`src/rtl/dphy_hs_tx_sequencer_if.sv`:
```
// Lane-side bundle for the D-PHY HS transmit sequencer: payload handshake,
// LP/HS line controls and the shared countdown-timer hookup.
interface dphy_hs_tx_sequencer_if;
    logic       tx_req;
    logic       tx_valid;
    logic [7:0] tx_data;
    logic       tx_last;
    logic       tx_ready;
    logic       lp_dp;
    logic       lp_dn;
    logic       hs_en;
    logic [7:0] hs_data;
    logic       busy;
    logic       tx_done;
    logic       err_underrun;
    logic       timer_en;
    logic [5:0] timer_reload;
    logic       timer_pass;

    // Source/timer side: drives requests, payload and the timer pass pulse.
    modport master (
        output tx_req, tx_valid, tx_data, tx_last, timer_pass,
        input  tx_ready, lp_dp, lp_dn, hs_en, hs_data, busy, tx_done,
               err_underrun, timer_en, timer_reload
    );

    // Sequencer side.
    modport slave (
        input  tx_req, tx_valid, tx_data, tx_last, timer_pass,
        output tx_ready, lp_dp, lp_dn, hs_en, hs_data, busy, tx_done,
               err_underrun, timer_en, timer_reload
    );
endinterface

```
`src/rtl/dphy_hs_tx_sequencer.sv`:
```
// D-PHY data-lane HS transmit sequencer: LP-11 -> LP-01 -> LP-00 -> HS-zero ->
// sync -> payload -> HS-trail -> LP-11, with every dwell timed by an external timer.
module dphy_hs_tx_sequencer #(
    parameter logic [5:0] T_LPX     = 6'd10,
    parameter logic [5:0] T_PREP    = 6'd8,
    parameter logic [5:0] T_ZERO    = 6'd20,
    parameter logic [5:0] T_TRAIL   = 6'd10,
    parameter logic [5:0] T_EXIT    = 6'd12,
    parameter logic [7:0] SYNC_BYTE = 8'hB8
) (
    input logic                     clk,
    input logic                     rst,
    dphy_hs_tx_sequencer_if.slave   bus
);

    typedef enum logic [2:0] {
        IDLE, LPX, PREP, HS_ZERO, HS_SYNC, HS_DATA, HS_TRAIL, HS_EXIT
    } state_t;

    state_t     state, state_nxt;
    logic       pass_seen;
    logic       last_bit;
    logic       expire;
    logic [7:0] trail_byte;

    logic       lp_dp_q, lp_dn_q, hs_en_q, tx_ready_q, busy_q, err_q, timer_en_q;
    logic [5:0] reload_q;

    function automatic logic is_timed(input state_t s);
        return (s == LPX) || (s == PREP) || (s == HS_ZERO) ||
               (s == HS_TRAIL) || (s == HS_EXIT);
    endfunction

    function automatic logic [5:0] reload_of(input state_t s);
        case (s)
            LPX:      return T_LPX;
            PREP:     return T_PREP;
            HS_ZERO:  return T_ZERO;
            HS_TRAIL: return T_TRAIL;
            HS_EXIT:  return T_EXIT;
            default:  return '0;
        endcase
    endfunction

    // The first pass after timer_en rises only arms the count; the second is expiry.
    assign expire = timer_en_q & bus.timer_pass & pass_seen;

    always_comb begin
        state_nxt = state;
        case (state)
            IDLE:     if (bus.tx_req) state_nxt = LPX;
            LPX:      if (expire) state_nxt = PREP;
            PREP:     if (expire) state_nxt = HS_ZERO;
            HS_ZERO:  if (expire) state_nxt = HS_SYNC;
            HS_SYNC:  state_nxt = HS_DATA;
            HS_DATA:  if (!bus.tx_valid || bus.tx_last) state_nxt = HS_TRAIL;
            HS_TRAIL: if (expire) state_nxt = HS_EXIT;
            HS_EXIT:  if (expire) state_nxt = IDLE;
            default:  state_nxt = IDLE;
        endcase
    end

    // Outputs are registered from the next state so they line up with the state register.
    always_ff @(posedge clk) begin
        if (rst) begin
            state      <= IDLE;
            pass_seen  <= 1'b0;
            last_bit   <= 1'b0;
            lp_dp_q    <= 1'b1;
            lp_dn_q    <= 1'b1;
            hs_en_q    <= 1'b0;
            tx_ready_q <= 1'b0;
            busy_q     <= 1'b0;
            err_q      <= 1'b0;
            timer_en_q <= 1'b0;
            reload_q   <= '0;
        end else begin
            state <= state_nxt;
            if (state_nxt != state)
                pass_seen <= 1'b0;
            else if (timer_en_q && bus.timer_pass)
                pass_seen <= 1'b1;
            if (state == HS_SYNC)
                last_bit <= SYNC_BYTE[7];
            else if (state == HS_DATA && bus.tx_valid)
                last_bit <= bus.tx_data[7];
            lp_dp_q    <= (state_nxt == IDLE) || (state_nxt == HS_EXIT);
            lp_dn_q    <= (state_nxt == IDLE) || (state_nxt == HS_EXIT) || (state_nxt == LPX);
            hs_en_q    <= (state_nxt == HS_ZERO) || (state_nxt == HS_SYNC) ||
                          (state_nxt == HS_DATA) || (state_nxt == HS_TRAIL);
            tx_ready_q <= (state_nxt == HS_DATA);
            busy_q     <= (state_nxt != IDLE);
            err_q      <= (state == HS_DATA) && !bus.tx_valid;
            timer_en_q <= is_timed(state_nxt) && (state_nxt == state);
            reload_q   <= reload_of(state_nxt);
        end
    end

    assign trail_byte = last_bit ? 8'h00 : 8'hFF;

    always_comb begin
        bus.hs_data = '0;
        case (state)
            HS_SYNC:  bus.hs_data = SYNC_BYTE;
            HS_DATA:  bus.hs_data = bus.tx_valid ? bus.tx_data : trail_byte;
            HS_TRAIL: bus.hs_data = trail_byte;
            default:  bus.hs_data = '0;
        endcase
    end

    assign bus.tx_done      = (state == HS_EXIT) && expire;
    assign bus.lp_dp        = lp_dp_q;
    assign bus.lp_dn        = lp_dn_q;
    assign bus.hs_en        = hs_en_q;
    assign bus.tx_ready     = tx_ready_q;
    assign bus.busy         = busy_q;
    assign bus.err_underrun = err_q;
    assign bus.timer_en     = timer_en_q;
    assign bus.timer_reload = reload_q;

endmodule

```
`src/flat_wrapper.sv`:
```
// flat-port wrapper written by rule: the top's interface ports become plain ports
module dphy_hs_tx_sequencer_flat 
#(
    parameter logic [5:0] T_LPX     = 6'd10,
    parameter logic [5:0] T_PREP    = 6'd8,
    parameter logic [5:0] T_ZERO    = 6'd20,
    parameter logic [5:0] T_TRAIL   = 6'd10,
    parameter logic [5:0] T_EXIT    = 6'd12,
    parameter logic [7:0] SYNC_BYTE = 8'hB8
)
  (clk, rst, bus_tx_req, bus_tx_valid, bus_tx_data, bus_tx_last, bus_timer_pass, bus_tx_ready, bus_lp_dp, bus_lp_dn, bus_hs_en, bus_hs_data, bus_busy, bus_tx_done, bus_err_underrun, bus_timer_en, bus_timer_reload);
  dphy_hs_tx_sequencer_if bus_i ();
  input logic clk;
  input logic rst;
  input wire logic [$bits(bus_i.tx_req)-1:0] bus_tx_req;
  input wire logic [$bits(bus_i.tx_valid)-1:0] bus_tx_valid;
  input wire logic [$bits(bus_i.tx_data)-1:0] bus_tx_data;
  input wire logic [$bits(bus_i.tx_last)-1:0] bus_tx_last;
  input wire logic [$bits(bus_i.timer_pass)-1:0] bus_timer_pass;
  output wire logic [$bits(bus_i.tx_ready)-1:0] bus_tx_ready;
  output wire logic [$bits(bus_i.lp_dp)-1:0] bus_lp_dp;
  output wire logic [$bits(bus_i.lp_dn)-1:0] bus_lp_dn;
  output wire logic [$bits(bus_i.hs_en)-1:0] bus_hs_en;
  output wire logic [$bits(bus_i.hs_data)-1:0] bus_hs_data;
  output wire logic [$bits(bus_i.busy)-1:0] bus_busy;
  output wire logic [$bits(bus_i.tx_done)-1:0] bus_tx_done;
  output wire logic [$bits(bus_i.err_underrun)-1:0] bus_err_underrun;
  output wire logic [$bits(bus_i.timer_en)-1:0] bus_timer_en;
  output wire logic [$bits(bus_i.timer_reload)-1:0] bus_timer_reload;
  assign bus_i.tx_req = bus_tx_req;
  assign bus_i.tx_valid = bus_tx_valid;
  assign bus_i.tx_data = bus_tx_data;
  assign bus_i.tx_last = bus_tx_last;
  assign bus_i.timer_pass = bus_timer_pass;
  assign bus_tx_ready = bus_i.tx_ready;
  assign bus_lp_dp = bus_i.lp_dp;
  assign bus_lp_dn = bus_i.lp_dn;
  assign bus_hs_en = bus_i.hs_en;
  assign bus_hs_data = bus_i.hs_data;
  assign bus_busy = bus_i.busy;
  assign bus_tx_done = bus_i.tx_done;
  assign bus_err_underrun = bus_i.err_underrun;
  assign bus_timer_en = bus_i.timer_en;
  assign bus_timer_reload = bus_i.timer_reload;
  dphy_hs_tx_sequencer #(.T_LPX(T_LPX), .T_PREP(T_PREP), .T_ZERO(T_ZERO), .T_TRAIL(T_TRAIL), .T_EXIT(T_EXIT), .SYNC_BYTE(SYNC_BYTE)) u_core (.clk(clk), .rst(rst), .bus(bus_i));
endmodule
```
`config.mk`:
```
export PLATFORM = sky130hd
export DESIGN_NAME = dphy_hs_tx_sequencer_flat
export DESIGN_NICKNAME = d
export VERILOG_FILES = /design/src/rtl/dphy_hs_tx_sequencer_if.sv /design/src/rtl/dphy_hs_tx_sequencer.sv /design/src/flat_wrapper.sv
export SDC_FILE = /design/constraint.sdc
export NUM_CORES = 1
export LEC_CHECK = 0
export CORE_MARGIN = 10
export CORE_UTILIZATION = 45
export CTS_BUF_LIST = sky130_fd_sc_hd__clkbuf_4
export DETAILED_ROUTE_END_ITERATION = 12
export GPL_ROUTABILITY_DRIVEN = 0
export PLACE_DENSITY = 0.81
export SLEW_MARGIN = 20
export SYNTH_ARGS = -nofsm -noshare
export SYNTH_HDL_FRONTEND = slang
export SYNTH_SLANG_ARGS = --single-unit
```
`constraint.sdc`:
```
create_clock -name clk -period 1.45 [get_ports clk]
set_input_delay 0.2175 -clock clk [delete_from_list [all_inputs] [get_ports clk]]
set_output_delay 0.2175 -clock clk [all_outputs]
set_load 0.01 [all_outputs]
```
Word level (Yosys, flattened, before mapping)
Cells that the tools add are included.
{"block": "word_totals", "regBits": 18, "inputBits": 14, "output_inout_bits": 22}
{"block": "classes", "n_eq_ne": 16, "mux": 14, "bitwise": 2, "reduce_logical": 22}
{"op": "== test 3 bit (second input constant)", "n": 8}
{"op": "one-hot mux 3 bit (8 select lines)", "n": 1}
{"op": "one-hot mux 8 bit (3 select lines)", "n": 1}
{"op": "two-way mux 3 bit", "n": 7}
{"op": "one-hot mux 5 bit (4 select lines)", "n": 1}
{"op": "two-way mux 8 bit", "n": 2}
{"op": "== test 3 x 2 -> 1 bit (second input constant)", "n": 4}
{"op": "logical OR 1 bit", "n": 10}
{"op": "== test 3 x 1 -> 1 bit (second input constant)", "n": 2}
{"op": "logical NOT 3 bit", "n": 2}
{"op": "logical AND 1 bit", "n": 5}
{"op": "OR reduction 2 bit", "n": 2}
{"op": "== test 3 bit", "n": 1}
{"op": "!= test 3 bit", "n": 1}
{"op": "nonzero test 3 bit", "n": 1}
{"op": "AND 1 bit", "n": 2}
{"op": "two-way mux 1 bit", "n": 2}
{"op": "nonzero test 2 bit", "n": 1}
{"op": "logical NOT 1 bit", "n": 1}

Longest topological paths before layout
Gate-level depths: netlist of the first run.
{"block": "logic_depth", "word_depth": 10, "depth_mapped": 5, "depth_no_buf": 3}

Least setup slack after synthesis of the first run
Ideal clock, no wire load.
{"block": "synth_path", "path_kind": "register to output", "startpoint": "reg u_core.state[1]", "endpoint": "out bus_hs_data[0]", "t_arrival_ns": 1.034, "path_slack_ns": 0.199, "path_stages_with_launch": 5, "n_path_buf": 1, "cell_sequence": "dfxtp_1 > buf_6 > and3b_1 > nand2_1 > a21boi_1"}
{"block": "synth_between", "elab_chain_len": 2}
{"element": "from (decl)", "line_no": "dphy_hs_tx_sequencer.sv:20", "source": "state_t state, state_nxt;"}
{"element": "from (signal assigned)", "line_no": "dphy_hs_tx_sequencer.sv:78", "source": "state <= state_nxt;"}
{"element": "== test 3 bit", "line_no": "dphy_hs_tx_sequencer.sv:103", "source": "case (state)"}
{"element": "one-hot mux 8 bit (3 select lines) (*)", "line_no": "dphy_hs_tx_sequencer.sv:103"}
{"element": "to (decl)", "line_no": "flat_wrapper.sv:24", "source": "output wire logic [$bits(bus_i.hs_data)-1:0] bus_hs_data;"}
Every way passes the cells marked *; elsewhere a longest branch is shown, timed or not.

Final worst setup path of the first run
{"block": "layout_path", "startpoint": "reg u_core.state[0]", "endpoint": "out bus_hs_data[6]"}
The elaborated chain is that of the path after synthesis.

==> results.cfg, run 1 <==
[run_status]
status = finished, violations left
violations = setup timing

[worst_setup_path]
worst_ep_required_time_ps = 1230
cpMaxStageDelayCell = dfxtp_4
start_kind = register
critPathMaxFanout = 8
criticalPathCategory = register to output pin
critPathArrivalTime_ps = 1310
end_kind = output pin
worstPathCellList = nor3b_2 -> o21bai_2 -> a21boi_1 -> buf_2
critical_path.max_stage_delay_ps = 400

[synthesis]
syn-cell-area_sq_um = 957
synth_seq_cells = 16
synth_edf_count = 0
synth_top_area_share_pct = 33.5
ys.flop_type = dfxtp_1
syn_inst = 112
synth_cell_types = 42
synthArstFlopShare_pct = 0
yosys_warnings = 0
seq_area_frac_synth_pct = 33.5
synthTopCellsByArea = dfxtp_1 33%, nor2b_1 5.2%, nand2_1 5.1%, a21oi_1 4.2%, buf_4 3.9%
synth_top_area_cell = dfxtp_1
syn_area_per_cell_sq_um = 8.55

[floorplanning]
start_util_pct = 47.8
ios = 36
coreArea_sq_um = 2000
die_h_um = 66.1
rows = 16
die_w_um = 66.1
dieArea_sq_um = 4370

[sta]
hold_viol_final = 0
rsz0062_at_grt = true
setup_viol = 8
holdWs_ps = 405
fmax_mhz = 653
finClkSkew_ps = 3.73
finalMaxSlewViolations = 0
tns_ps = -428
fin_crit_ps = 1530
layout_setup_ws_ps = -80.9
finalCritPeriodShare_pct = 106

[clock_tree]
clk_latency_ps = 290
cts_tree = done
htree_levels = 1
cts_root_buffer = clkbuf_4
cts_sinks = 16
cts_buffers = 3
clkSlewWorstSetupHoldPaths_ps = 100
clockBufferDepth = 2

[global_route]
grt_usage_pct = 12.8
grt_pass1_vias = 1021
grt_pass1_wl_um = 4650
antenna_found_initial = 0
grt-ovfl-total = 0
grt_max_degree = 15

[routing]
drc = 0
via_per_inst = 5.32
drtIter0Drc = 37
wl_per_cell_um = 15.2
vias = 1005
drt-total-wl_um = 2880
ant_nets = 0
first_pass_iters = 4

[power]
p_leak_nw = 0.609
power.switching_mw = 0.237
p_clk_share_pct = 27.5
comb_power_share_pct = 21.3
seq_power_share_pct = 51.2
power.share.switching_pct = 26.6
p_int_mw = 0.654
cellPowerDensity_nw_per_um2 = 616
irDropWorstVdd_uv = 415

[cells_and_area]
fin_nets = 177
fin_util_pct = 72.3
antenna_cells = 0
areaGrowthSynthToFinish_pct = 51.1
drive_gt1_share_pct = 34.0
nFillCells = 165

[placement]
hpwl_um = 2180
post-place-ws_ps = -612
port_buffers = 33

[run]
cap_violations = 0

[min_path]
hp-class = input port to register
==> metrics by stage <==
step                      cell area [sq um]  std cells  power (mW)
after floorplan                         961        113       0.558
after global placement                 1400        183       0.646
after detailed placement               1400        183       0.652
after CTS                              1420        189       0.890
after global routing                   1450        189       0.921
final                                  1450        189       0.891
==> cell type report <==
cell class / instances / area (sq um) / share of cell area (%)
clock buffer: 3 / 22.5 / 1.56
tap: 27 / 33.8 / 2.34
inverter: 1 / 3.75 / 0.260
sequential: 16 / 329 / 22.8
timing repair buffer: 56 / 462 / 31.9
clock inverter: 1 / 3.75 / 0.260
multi-input combinational: 85 / 592 / 40.9
==> flip-flops by register name (all words and copies together) (netlist names) <==
register	cells
u_core.bus.timer_reload	4
u_core.pass_seen	1
u_core.bus.lp_dp	1
u_core.bus.timer_en	1
u_core.bus.tx_ready	1
u_core.bus.busy	1
u_core.bus.lp_dn	1
u_core.state	3
u_core.bus.err_underrun	1
u_core.bus.hs_en	1
u_core.last_bit	1
==> power groups by stage <==
stage | Combinational (mW) | Sequential [mW] | Clock, mW
floorplan | 0.0855 | 0.473 | 0
global placement | 0.177 | 0.469 | 0
detailed placement | 0.182 | 0.469 | 0
CTS | 0.185 | 0.457 | 0.248
global route | 0.206 | 0.458 | 0.258
finish | 0.189 | 0.457 | 0.245
==> worst max-delay path: cells and delay by family (launching register included) <==
family                 cells  cell delay, ps
DFF                        1             400
AOI/OAI and AO/OA          2             260
and+or+nand+nor            1             210
buffers and inverters      1             150
==> cells in the final DEF, fill, tap and decap left out, types with 3 or more instances in the layout <==
cell / instances
buf_4: 22
nand2_1: 13
buf_2: 9
nor2_1: 6
nor2b_1: 7
clkbuf_4: 3
a21boi_1: 4
clkdlybuf4s50_1: 21
dfxtp_1: 13
a21oi_1: 8
o21a_1: 5
==> kinds of logic after synthesis <==
| logic type | count (synthesis) | share of synthesized area (%) |
|---|---|---|
| XOR/XNOR | 1 | 0.915 |
| AO/OA/AOI/OAI | 35 | 27.5 |
| other | 1 | 0.392 |
| AND/OR/NAND/NOR | 46 | 28.0 |
| flip-flops | 16 | 33.5 |
| multiplexers | 1 | 1.18 |
| buffers and inverters | 12 | 8.63 |
==> routing by layer <==
| layer | up-vias | track usage (%) | wire, um |
|---|---|---|---|
| li1 | 489 | - | - |
| met5 | - | 0 | 0 |
| met2 | 45 | 23.4 | 1500 |
| met3 | 4 | 3.05 | 219 |
| met4 | 0 | 4.71 | 34 |
| met1 | 467 | 13.8 | 1130 |
==> final timing paths <==
check	start	to	slack, ps	cells past startpoint
max	u_core.state[0]	bus_hs_data[6]	-80	4
max reg2reg	u_core.state[0]	u_core.state[0]	60	4
min	bus_timer_pass	u_core.pass_seen	410	4
min reg2reg	u_core.pass_seen	u_core.pass_seen	680	3
==> cell usage after synthesis (2+ instances only) <==
library cell / instances
a211oi_1: 2
o21ai_1: 2
and3b_1: 2
o21a_1: 5
dfxtp_1: 16
nor4_2: 2
buf_6: 2
nor2_1: 7
o21bai_1: 2
nor3b_1: 2
buf_4: 5
a21boi_1: 4
and3_1: 2
a311oi_2: 2
nor2b_1: 8
nand2_1: 13
o21ai_0: 2
buf_2: 3
a21oi_1: 8
==> repair_timing <==
action / CTS / global route
gates cloned: 0 / 0
buffers inserted: 2 / 0
gates resized for setup: 48 / 5
pin swaps: 14 / 1
endpoints found under the setup margin: 14 / 11
hold buffers: 0 / 0
Note: power is estimated with default switching activity, not from simulation.
==> inputs of run 2 (changes only) <==
PLACE_DENSITY = 0.85   (was 0.81)
SETUP_SLACK_MARGIN = 0.2   (was default)
==> run 2 against run 1 <==
Effect of this change: the flow still finishes with violations (setup timing); utilization increased by 11 points; wire length increased by 28%; highest routed layer unchanged; critical path depth unchanged; cell count increased by 4.8%; first-iteration DRC count increased by 73%; sequential share of layout area decreased by 2.8 points; combinational power increased by 22%; largest cell class unchanged; critical path type unchanged; worst hold slack improved by 48 ps; clock power about the same; sequential power about the same; register-to-register slack got worse by 70 ps; global-route usage increased by 2.9 points.
==> results.cfg, run 2 (synthesis results as in run 1) <==
[sta]
rsz0062_at_grt = true
hold_viol_final = 0
holdWs_ps = 454
layout_setup_ws_ps = -87.2
finClkSkew_ps = 4.65
fin_crit_ps = 1540
fmax_mhz = 651
finalCritPeriodShare_pct = 106
setup_viol = 6
finalMaxSlewViolations = 0

[floorplanning]
coreArea_sq_um = 2000
ios = 36
dieArea_sq_um = 4370
start_util_pct = 47.8
rows = 16
die_h_um = 66.1
die_w_um = 66.1

[routing]
drtIter0Drc = 64
vias = 1091
drc = 0
wl_per_cell_um = 18.6
drt-total-wl_um = 3690
first_pass_iters = 4
ant_nets = 0
via_per_inst = 5.51

[clock_tree]
clkSlewWorstSetupHoldPaths_ps = 100
cts_buffers = 3
cts_root_buffer = clkbuf_4
clk_latency_ps = 290
htree_levels = 1
cts_tree = done
cts_sinks = 16
clockBufferDepth = 2

[placement]
placed_cells = 186
hpwl_um = 2120
port_buffers = 33

[global_route]
grt-ovfl-total = 0
grt_pass1_vias = 1117
antenna_found_initial = 0
grt_pass1_wl_um = 5410
grt_usage_pct = 15.7
grt_max_degree = 14

[worst_setup_path]
r2r_cells = 6
crit_end = bus_hs_data[1]
reg2reg_slack_ps = -10
crit_start = u_core.state[1]
worst_ep_required_time_ps = 1230
start_kind = register
end_kind = output pin
criticalPathCategory = register to output pin
worstReg2RegStart = u_core.state[1]
rr_endpoint = u_core.pass_seen
critPathArrivalTime_ps = 1320
critPathMaxFanout = 6

[power]
p_clk_share_pct = 26.3
irDropWorstVdd_uv = 542
power.switching_mw = 0.259
power.share.switching_pct = 27.8
seq_power_share_pct = 48.9
comb_power_share_pct = 24.8
cellPowerDensity_nw_per_um2 = 562
p_int_mw = 0.674
p_leak_nw = 0.717

[cells_and_area]
fin_nets = 186
regArea_sq_um = 330
largest_register_ffs = 4
nFillCells = 109
fin_util_pct = 82.9
antenna_cells = 0
multi_input_area_sq_um = 704
final_cells = 198
final_common_cell = buf_4
drive_gt1_share_pct = 48.0
areaGrowthSynthToFinish_pct = 73.3
layout_common_cells = 23 x buf_4, 12 x dfxtp_1, 11 x nand2_1, 11 x clkdlybuf4s50_1, 11 x dlygate4sd2_1

[run_status]
violations = setup timing
status = finished, violations left

[min_path]
holdCritStartpoint = bus_tx_valid
worstHoldPathCells = 3
hp-class = input port to register

[run]
cap_violations = 0
run 2: layout make-up:
cell class	count	share of cell area, %
flip-flops and latches	16	19.9
clock buffers	3	1.36
multi-input cells	85	42.5
inverters	1	0.226
clock inverters	1	0.226
well taps	27	2.04
repair buffers	65	33.8
run 2: timing repair:
item	4_1_cts	5_1_grt
hold endpoints to repair	0	0
gates cloned	0	0
endpoints found under the setup margin	34	24
gates resized for setup	76	21
hold buffers	0	0
buffers inserted	5	3
pin swaps	16	8
run 2: metrics by stage:
| step | power [mW] | instance area (sq um) | setup slack, ps | TNS, ps |
|---|---|---|---|---|
| after CTS | 0.904 | 1540 | -65.0 | -373 |
| after detailed placement | 0.656 | 1430 | -557 | -6390 |
| after floorplan | 0.558 | 965 | 199 | 0 |
| after global placement | 0.651 | 1430 | -500 | -5810 |
| after global routing | 0.979 | 1660 | -163 | -1040 |
| final | 0.933 | 1660 | -87.2 | -348 |
run 2: worst min path at each step:
| stage | end | slack [ps] |
|---|---|---|
| after floorplan | u_core.bus.tx_ready | 290 |
| after global routing | u_core.pass_seen | 470 |
| after CTS | u_core.bus.err_underrun | 450 |
| final | u_core.bus.err_underrun | 450 |
| after global placement | u_core.last_bit | 640 |
| after detailed placement | u_core.last_bit | 640 |
run 2: worst max-delay path, cell delays in order (launching register included):
cell      delay, ps
dfxtp_4         380
and3b_2         310
nand2_1          70
a21boi_1        120
buf_2           150
run 2: power by group through the flow:
stage | Combinational, mW | Clock, mW | Sequential [mW]
6_report | 0.231 | 0.245 | 0.456
5_1_grt | 0.244 | 0.278 | 0.458
4_1_cts | 0.201 | 0.248 | 0.456
3_5_place_dp | 0.187 | 0 | 0.469
3_3_place_gp | 0.183 | 0 | 0.468
2_1_floorplan | 0.0860 | 0 | 0.473
run 2: layer usage:
metal  routed length [um]  GRT usage (%)
met4                  170           10.5
met2                 1870           28.1
met3                  177           3.73
met5                    0              0
met1                 1470           15.6
==> inputs of run 3 (changes only) <==
CORE_MARGIN = 5   (was 10)
==> run 3 against run 2 <==
Effect of this change: the flow still finishes with violations (setup timing); cell count is 0.51% lower; sequential power hardly changed; worst setup slack worse by 1.1 ps; first-iteration DRC count is 50% lower; utilization is 2.6 points higher; worst hold slack better by 13 ps; fmax hardly changed; clock power is 4% higher; critical path type unchanged.
==> results.cfg, run 3 (synthesis results as in run 1) <==
[run_status]
status = finished, violations left
violations = setup timing

[power]
cellPowerDensity_nw_per_um2 = 563
p_int_mw = 0.691
comb_power_share_pct = 26.3
p_clk_share_pct = 26.5
p_leak_nw = 0.719
power.share.switching_pct = 28.3
irDropWorstVdd_uv = 538
seq_power_share_pct = 47.2
power.switching_mw = 0.273

[worst_setup_path]
worstReg2RegStart = u_core.state[0]
critPathArrivalTime_ps = 1320
end_kind = output pin
worstPathCellList = and3b_2 -> nand2_1 -> a21boi_1 -> buf_2
critical_path.max_stage_delay_ps = 380
reg2reg_slack_ps = -20
critPathMaxFanout = 6
start_kind = register
r2r_cells = 6
criticalPathCategory = register to output pin
rr_endpoint = u_core.state[0]
cpMaxStageDelayCell = dfxtp_4
worst_ep_required_time_ps = 1230

[floorplanning]
coreArea_sq_um = 2000
ios = 36
dieArea_sq_um = 3150
die_h_um = 56.1
start_util_pct = 47.8
rows = 16
die_w_um = 56.1

[clock_tree]
cts_root_buffer = clkbuf_4
cts_buffers = 3
clockBufferDepth = 2
htree_levels = 1
cts_sinks = 16
clk_latency_ps = 300
clkSlewWorstSetupHoldPaths_ps = 100
cts_tree = done

[sta]
tns_ps = -354
fmax_mhz = 650
finalCritPeriodShare_pct = 106
setup_viol = 10
finalMaxSlewViolations = 0
finClkSkew_ps = 4.60
hold_viol_final = 0
fin_crit_ps = 1540
layout_setup_ws_ps = -88.3
rsz0062_at_grt = true

[placement]
port_buffers = 33
placed_cells = 184
hpwl_um = 1950
post-place-ws_ps = -551

[cells_and_area]
areaGrowthSynthToFinish_pct = 78.7
layout_common_cells = 18 x buf_4, 12 x nand2_1, 12 x dlygate4sd2_1, 12 x dfxtp_1
antenna_cells = 0
final_cells = 197
nFillCells = 108
fin_nets = 185
final_common_cell = buf_4
fin_util_pct = 85.4
drive_gt1_share_pct = 51.2
largest_register_ffs = 4

[routing]
first_pass_iters = 4
wl_per_cell_um = 16.2
via_per_inst = 5.43
vias = 1069
drc = 0
ant_nets = 0
drt-total-wl_um = 3190
drtIter0Drc = 32

[global_route]
antenna_found_initial = 0
grt-ovfl-total = 0
grt_max_degree = 14
grt_pass1_wl_um = 4950
grt_usage_pct = 20.0
grt_pass1_vias = 1104

[min_path]
holdCritStartpoint = bus_tx_valid
worstHoldPathCells = 3
hp-class = input port to register
hold_end = u_core.bus.err_underrun

[run]
cap_violations = 0
[run 3: worst max-delay path by stage]
stage          cells past startpoint        endpoint  slack, ps       startpoint
5_1_grt                            4  bus_hs_data[6]       -160  u_core.state[1]
6_report                           4  bus_hs_data[6]        -90  u_core.state[1]
2_1_floorplan                      4  bus_hs_data[1]        200  u_core.state[1]
3_5_place_dp                       5  bus_hs_data[2]       -550     bus_tx_valid
3_3_place_gp                       6  bus_hs_data[5]       -490     bus_tx_valid
4_1_cts                            4  bus_hs_data[0]        -60  u_core.state[1]
[run 3: worst max-delay path: cells and delay by family (launching register included)]
kind	cells	cell delay, ps
AND/OR/NAND/NOR	2	350
AO/OA/AOI/OAI	1	140
buffers and inverters	1	150
flip-flops	1	380
[run 3: power by group through the flow]
stage,combinational [mW],sequential (mW),clock (mW)
floorplan,0.0860,0.473,0
global placement,0.180,0.468,0
detailed placement,0.183,0.469,0
CTS,0.217,0.454,0.253
global route,0.271,0.457,0.286
finish,0.254,0.455,0.255
[run 3: metal layers]
metal	up-vias	track usage (%)	part of all wire [%]
li1	507	-	-
met2	39	36.9	52
met1	516	22.3	42
met4	0	7.12	2.0
met5	-	0	0
met3	7	4.41	4.5
[run 3: cell type report]
cell class / instances / area [sq um] / share of cell area [%]
Sequential cell: 16 / 333 / 19.5
Tap cell: 27 / 33.8 / 1.98
Timing Repair Buffer: 64 / 564 / 33.0
Clock buffer: 3 / 22.5 / 1.32
Clock inverter: 1 / 3.75 / 0.219
Inverter: 1 / 3.75 / 0.219
Multi-Input combinational cell: 85 / 749 / 43.8
[run 3: timing repair]
action | 4_1_cts | 5_1_grt
hold endpoints to repair | 0 | 0
hold buffers | 0 | 0
buffers inserted | 7 | 2
resized for setup | 91 | 24
setup endpoints to repair | 36 | 23
pin swaps | 22 | 13
[run 3: metrics by stage]
stage	total power [mW]	cell area (sq um)	hold slack, ps
after floorplan	0.558	965	289
final	0.964	1710	467
after detailed placement	0.651	1420	641
after global placement	0.648	1420	640
after global routing	1.01	1710	458
after CTS	0.924	1580	448
